**config.mk**
```make
export PLATFORM = sky130hd
export DESIGN_NAME = fu_sequencer
export DESIGN_NICKNAME = d
export VERILOG_FILES = /design/src/rtl/fu_sequencer.sv
export SDC_FILE = /design/constraint.sdc
export NUM_CORES = 1
export LEC_CHECK = 0
export BUFFER_PORTS_ARGS = -buffer_cell sky130_fd_sc_hd__buf_2
export CAP_MARGIN = 20
export CORE_MARGIN = 4
export CORE_UTILIZATION = 40
export DETAILED_ROUTE_END_ITERATION = 10
export HOLD_SLACK_MARGIN = 0.02
export MAX_ROUTING_LAYER = met4
export PLACE_DENSITY = 0.67
export SYNTH_ARGS = -nofsm -noshare
export SYNTH_HDL_FRONTEND = slang
export SYNTH_SLANG_ARGS = --single-unit
```
**constraint.sdc**
```tcl
create_clock -name CLK -period 2.8 [get_ports CLK]
set_input_delay 0.14 -clock CLK [delete_from_list [all_inputs] [get_ports CLK]]
set_output_delay 0.14 -clock CLK [all_outputs]
set_load 0.02 [all_outputs]
```
**src/rtl/fu_sequencer.sv**
```systemverilog
// Multi-cycle controller for the 16-bit function unit: owns the register file
// and status register, steps FS/operands through the unit and writes back.
module fu_sequencer #(
  parameter int FU_LAT = 1,
  parameter int NREG   = 8
) (
  input  logic        CLK,
  input  logic        RESET_N,
  input  logic [15:0] INSTR,
  input  logic        INSTR_VALID,
  output logic        INSTR_READY,
  output logic        DONE,
  input  logic        LD_EN,
  input  logic [2:0]  LD_ADDR,
  input  logic [15:0] LD_DATA,
  input  logic [2:0]  RD_ADDR,
  output logic [15:0] RD_DATA,
  output logic [3:0]  FS,
  output logic [15:0] A_BUS,
  output logic [15:0] B_BUS,
  input  logic [15:0] D_BUS,
  input  logic        FU_V,
  input  logic        FU_C,
  input  logic        FU_N,
  input  logic        FU_Z,
  output logic [3:0]  STATUS
);

  localparam logic [2:0] LAT_LAST = 3'(FU_LAT - 1);
  localparam logic [3:0] FS_NOP   = 4'b1111;

  typedef enum logic [1:0] {IDLE, EXEC, WB} state_t;

  state_t      state, state_nxt;
  logic [15:0] regs [NREG];
  logic [3:0]  fs_q;
  logic [2:0]  dr_q;
  logic [15:0] tmp_a, tmp_b, res;
  logic [3:0]  flg, status;
  logic [2:0]  iter, lat_cnt;
  logic        armed;
  logic        accept, lat_done, is_shift;

  assign accept   = armed && INSTR_VALID;
  assign lat_done = (lat_cnt == LAT_LAST);
  assign is_shift = (INSTR[15:12] == 4'b1101) || (INSTR[15:12] == 4'b1110);
  assign RD_DATA  = regs[RD_ADDR];
  assign STATUS   = status;

  always_comb begin
    state_nxt   = state;
    INSTR_READY = 1'b0;
    DONE        = 1'b0;
    FS          = FS_NOP;
    A_BUS       = 16'h0000;
    B_BUS       = 16'h0000;
    case (state)
      IDLE: begin
        INSTR_READY = armed;
        if (accept) state_nxt = (INSTR[15:12] == FS_NOP) ? WB : EXEC;
      end
      EXEC: begin
        FS    = fs_q;
        A_BUS = tmp_a;
        B_BUS = tmp_b;
        if (lat_done) state_nxt = WB;
      end
      WB: begin
        if (iter != 3'd0) begin
          state_nxt = EXEC;
        end else begin
          DONE      = 1'b1;
          state_nxt = IDLE;
        end
      end
      default: state_nxt = IDLE;
    endcase
  end

  // armed keeps INSTR_READY low until the first clock after reset release
  always_ff @(posedge CLK or negedge RESET_N) begin
    if (!RESET_N) begin
      state <= IDLE;
      armed <= 1'b0;
    end else begin
      state <= state_nxt;
      armed <= 1'b1;
    end
  end

  // Operands are captured at accept so a same-edge load never leaks into the op
  always_ff @(posedge CLK or negedge RESET_N) begin
    if (!RESET_N) begin
      for (int i = 0; i < NREG; i++) regs[i] <= 16'h0000;
      fs_q    <= FS_NOP;
      dr_q    <= 3'd0;
      tmp_a   <= 16'h0000;
      tmp_b   <= 16'h0000;
      res     <= 16'h0000;
      flg     <= 4'h0;
      status  <= 4'h0;
      iter    <= 3'd0;
      lat_cnt <= 3'd0;
    end else begin
      case (state)
        IDLE: begin
          if (LD_EN) regs[LD_ADDR] <= LD_DATA;
          if (accept) begin
            fs_q    <= INSTR[15:12];
            dr_q    <= INSTR[11:9];
            tmp_a   <= regs[INSTR[8:6]];
            tmp_b   <= regs[INSTR[5:3]];
            iter    <= is_shift ? INSTR[2:0] : 3'd0;
            lat_cnt <= 3'd0;
          end
        end
        EXEC: begin
          if (lat_done) begin
            res <= D_BUS;
            flg <= {FU_V, FU_C, FU_N, FU_Z};
          end else begin
            lat_cnt <= lat_cnt + 3'd1;
          end
        end
        WB: begin
          if (iter != 3'd0) begin
            iter    <= iter - 3'd1;
            tmp_b   <= res;
            lat_cnt <= 3'd0;
          end else if (fs_q != FS_NOP) begin
            regs[dr_q] <= res;
            status     <= fs_q[3] ? {2'b00, flg[1:0]} : flg;
          end
        end
        default: ;
      endcase
    end
  end

endmodule

```
### After elaboration in Yosys (flattened, before gate mapping)

Cells that the tools add are included.

| storage, ports and cells | value |
|---|---|
| bits in registers | 200 |
| latch bits | 0 |
| RAM bits | 0 |
| memory bits (read-only) | 0 |
| input bits | 62 |
| output and inout bits | 58 |
| word-level logic and storage cells | 105 |
| memories kept | 0 |

| operators by class | value |
|---|---|
| add/subtract/negate cells | 2 |
| multiply operators | 0 |
| div/mod/pow operators | 0 |
| magnitude comparators | 7 |
| eq/ne operators | 13 |
| shift-type cells | 0 |
| mux-type cells | 42 |
| bitwise logic cells | 6 |
| reduce and logical (&&, ||, !) cells | 16 |

Operator list:

| operator | count |
|---|---|
| two-way mux 128 bit | 3 |
| bitwise mux 128 bit | 2 |
| one-hot mux 128 bit (2 select lines) | 1 |
| two-way mux 16 bit | 12 |
| binary-select mux 16 bit (select 3 bit) | 3 |
| demux 16 bit (select 3 bit) | 2 |
| one-hot mux 16 bit (2 select lines) | 1 |
| greater-or-equal comparator 4 bit, second input constant | 5 |
| NOT 3 -> 4 bit | 5 |
| two-way mux 3 bit | 6 |
| != test 2 bit, second input constant | 7 |
| equality test 4 bit, second input constant | 3 |
| one-hot mux 3 bit (3 select lines) | 1 |
| < comparator 4 x 1 -> 1 bit, second input constant | 2 |
| two-way mux 4 bit | 2 |
| AND reduction 4 bit | 2 |
| two-way mux 2 bit | 3 |
| one-hot mux 2 bit (3 select lines) | 1 |
| one-hot mux 3 bit (2 select lines) | 1 |
| AND reduction 2 bit | 3 |
| AND reduction 3 bit | 2 |
| nonzero test 3 bit | 2 |
| two-way mux 1 bit | 4 |
| != test 4 bit, second input constant | 1 |
| other kinds (10) | 12 |

### Logic depth before layout (Yosys ltp)

| depth | value |
|---|---|
| depth after elaboration | 9 |
| depth in mapped cells | 8 |
| depth with buffers taken out | 6 |

### Least setup slack after synthesis

Ideal clock, no wire load.

| timing | value |
|---|---|
| path type | flip-flop to flip-flop |
| from | register dr_q[1] |
| to | register regs[54] (netlist name) |
| library setup time | 0.127 ns |
| arrival | 1.984 ns |
| data required time | 2.673 ns |
| slack | 0.689 ns |
| stages on the path, launching flop included | 8 |
| clock period less this slack | 2.111 ns |
| path through | dfrtp_1 > buf_2 > or3b_2 > buf_2 > mux2_2 > nor2_8 > buf_6 > mux2_1 |

| between the ends | value |
|---|---|
| longest elaborated chain between the ends | 9 |
| elaborated cells between the ends (all ways) | 10 |

Ends and longest elaborated chain:

| element | RTL line | RTL |
|---|---|---|
| start: declaration | 37 | `logic [2:0] dr_q;` |
| start signal: assignment | 110 | `dr_q <= INSTR[11:9];` |
| NOT 3 -> 4 bit (implied by the code) (*) | 131 | `regs[dr_q] <= res;` |
| greater-or-equal comparator 4 bit (implied by the code) / < comparator 4 x 1 -> 1 bit (equally long branches) | 131 |  |
| logical AND 1 bit (implied by the code) | 131 |  |
| two-way mux 16 bit (implied by the code) | 131 |  |
| demux 16 bit (select 3 bit) (*) | 131 |  |
| bitwise mux 128 bit (*) | 131 |  |
| two-way mux 128 bit (*) | 130 | `end else if (fs_q != FS_NOP) begin` |
| two-way mux 128 bit (*) | 126 | `if (iter != 3'd0) begin` |
| one-hot mux 128 bit (2 select lines) (*) | 105 | `case (state)` |
| end signal: indexed assignment | 131 |  |
| end: declaration | 35 | `logic [15:0] regs [NREG];` |

Every way passes the cells marked *; elsewhere a longest branch is shown, timed or not. The select of a mux whose other input is x is not followed.
A chain may end at the register's enable or synchronous reset.

### Final worst setup path

| timing | value |
|---|---|
| from | register iter[0] |
| to | register regs[81] (netlist name) |

| between the ends | value |
|---|---|
| longest elaborated chain between the ends | 3 |

Ends and longest elaborated chain:

| element | RTL line | RTL |
|---|---|---|
| start: declaration | 40 | `logic [2:0] iter, lat_cnt;` |
| start signal: assignment | 113 | `iter <= is_shift ? INSTR[2:0] : 3'd0;` |
| start signal: assignment | 127 | `iter <= iter - 3'd1;` |
| nonzero test 3 bit | 126 |  |
| != test 2 bit (no source line) | -- |  |
| AND reduction 4 bit (no source line) | -- |  |

Every way passes these cells.

==> metrics.cfg <==
[global_route]
grt_pass1_wl_um = 59100
antenna_found_initial = 0
grt_max_degree = 87
grt_overflow = 0
grt_pass1_vias = 9573
grt_usage_pct = 23.9

[floorplan]
initial_core_util_pct = 40.6
rows = 63
chipHeight_um = 181
die-area_sq_um = 32900
core_sq_um = 29600
io_pins = 120
die_w_um = 181

[pwr]
internal_power_mw = 6.38
ir_worst_vdd_mv = 0.393
power_frac_seq_pct = 42.4
sw_frac_of_total_pct = 36.4
power.leakage_nw = 6.18
p_sw_mw = 3.64
p_clk_share_pct = 25.4
power.density_nw_per_um2 = 711
pwr-share-comb_pct = 32.2
power.total_mw = 10.0

[worst_setup_path]
rrSetupSlack_ns = 0.51
critPathLaunch = iter[0]
r2r_end = regs[81]
path_cells = inv_1, ha_1, and4bb_4, a22oi_4, nor2_4, mux2_2
start_kind = flip-flop
path_depth = 6
cp_data_arrival_time_ns = 2.63
crit_family = simple AND/OR/NAND/NOR gates
cpPeakStageDelay_ns = 0.61
worstSetupPathType = reg2reg
rr_startpoint = iter[0]
critPathCaptureType = flip-flop
slowest_stage = nor2_4
critPathMaxFanout = 16
crit_required_ns = 3.14
crit_path_end = regs[81]
crit_buf_inv = 1
reg2reg_depth = 6

[final_layout]
multi_input_area_sq_um = 6640
nets = 1152
seq_area_sq_um = 5010
final_cells = 1490
area_growth_syn_to_layout_pct = 17.3
final_cell_mix = dfrtp_1 (196), mux2_2 (157), o22ai_1 (128), buf_2 (118), mux4_2 (96)
fillCellCount = 2653
final_common_cell = dfrtp_1
drive_gt1_share_pct = 43.3
final_core_util_pct = 47.6

[sta]
hold_viol = 0
grt_setup_unrepaired = false
setup_tns_ns = 0
slew_headroom_pct = 43.1
tightest_slew_ns = 0.853
fin_crit_ns = 2.29
period_share_pct = 81.9
clock-skew-final_ns = 0.0126
max_freq_ghz = 0.436
setup-violations-final = 0
finalMaxSlewViolations = 0

[clock_tree]
clock-sinks = 200
numCtsBuffers = 17
postCtsSetupBuffers = 0
clock_path_buffers = 2
cts-root-buf = clkbuf_16
clock_latency_ns = 0.46
cts_tree = done
clk_pin_slew_ns = 0.08
htreeDepth = 4

[routing]
vias = 9532
drtIter0Drc = 960
via_per_inst = 6.40
wl_per_cell_um = 26.2
wl_um = 39000
drcViolationCount = 0
drt.antenna.violating_nets = 0
drtPass1Iterations = 5

[synthesis]
synthCells = 956
synth_edf_count = 0
synth_flop_cell = dfrtp_1
syn_nets = 1022
async_reset_ff_share_pct = 100
netlist_area_sq_um = 12000
synth_warnings = 0
synth.distinct_cells = 45
syn_area_per_cell_sq_um = 12.6
yosysSeqAreaShare_pct = 41.6
synth-seq-cells = 200

[place]
port_buffers = 119
dp.cells = 1428
dp_hpwl_um = 25300
gp_congestion = 0.884

[outcome]
status = finished, final reports clean

[worst_hold_path]
hp-class = in2reg

[job]
maxCapViolations = 0

[how the worst min path moves through the flow]
stage               startpoint  depth (start not counted)   endpoint  slack, ns
finish                INSTR[2]                          3    iter[2]       0.04
global route          INSTR[2]                          3    iter[2]       0.06
global placement       RESET_N                          1   regs[17]       0.24
detailed placement     RESET_N                          1   regs[17]       0.24
CTS                   INSTR[2]                          3    iter[2]       0.03
floorplan              RESET_N                          0  STATUS[0]      -0.16
[through the flow]
stage,instance area [sq um],hold slack [ns],worst slack [ns]
floorplan,12000,-0.156,0.689
CTS,14100,0.0284,0.524
finish,14100,0.0369,0.507
detailed placement,13200,0.236,0.525
global route,14100,0.0641,0.455
global placement,13200,0.240,0.609
[cell families after synthesis]
family,count (synthesis),synth area share [%]
AND/OR/NAND/NOR,173,7.62
buffers and inverters,93,3.41
other,1,0.0312
multiplexers,309,37.7
adder cells (fa/ha/maj),4,0.416
AO/OA/AOI/OAI,175,9.06
flip-flops,200,41.6
XOR/XNOR,1,0.0728
[final cells by class]
type	instances	area share (%)
multi-input combinational	663	47.0
tap	390	3.46
timing repair buffer	199	9.59
inverter	5	0.133
antenna	1	0.0177
clock buffer	17	3.02
sequential	200	35.5
clock inverter	15	1.23
[power by group through the flow]
stage                     Clock (mW)  Combinational (mW)  Sequential (mW)
final                           2.55                3.23             4.25
after global routing            2.68                3.45             4.33
after CTS                       2.57                3.21             4.22
after detailed placement           0                3.16             4.28
after global placement             0                3.11             4.22
after floorplan                    0                2.24             4.08
[flip-flops by register name (all words and copies together), names as in the netlist, 4 cells and up]
| register | cells |
|---|---|
| fs_q | 4 |
| regs | 128 |
| flg | 4 |
| tmp_a | 16 |
| res | 16 |
| tmp_b | 16 |
| STATUS | 4 |
[what timing repair did]
action / in CTS / in global routing
hold buffers: 29 / 0
endpoints found under the hold margin: 106 / 0
gates resized for setup: 0 / 0
[cells in the mapped netlist (2+ instances only)]
cell type | count | area share, %
clkbuf_1 | 54 | 1.7
or3_1 | 3 | 0.16
nor3_1 | 2 | 0.083
buf_6 | 2 | 0.19
nor2_1 | 36 | 1.1
a31oi_1 | 16 | 0.83
buf_1 | 5 | 0.16
inv_1 | 5 | 0.16
or3b_2 | 3 | 0.22
or3b_1 | 4 | 0.29
nor2_4 | 4 | 0.37
o21ai_0 | 4 | 0.17
buf_2 | 21 | 0.87
dfstp_2 | 4 | 0.87
mux2_2 | 157 | 15
buf_4 | 5 | 0.31
and2_1 | 33 | 1.7
nor2b_1 | 2 | 0.10
a21oi_1 | 21 | 0.87
o22ai_1 | 128 | 6.7
mux4_2 | 96 | 18
nand2_1 | 59 | 1.8
nor2_2 | 3 | 0.16
ha_1 | 4 | 0.42
mux2_1 | 40 | 3.7
nand3b_1 | 8 | 0.50
dfrtp_1 | 196 | 41
nand3_1 | 3 | 0.12
mux2i_1 | 16 | 1.3
nand2b_1 | 7 | 0.36
[worst reg2reg max path: cells and delay by family (launching register included)]
kind,cells,cell delay [ns]
flip-flops,1,0.39
AO/OA/AOI/OAI,1,0.18
adder cells (fa/ha/maj),1,0.18
buffers and inverters,1,0.10
multiplexers,1,0.42
AND/OR/NAND/NOR,2,0.92
[layer usage]
metal	GRT usage (%)	vias up	part of all wire, %
met5	-	-	0
met3	4.47	112	8.9
met4	9.16	0	3.5
li1	-	3985	-
met2	36.2	568	46
met1	32.3	4867	42
No activity file was read; power rests on OpenSTA's default activity.
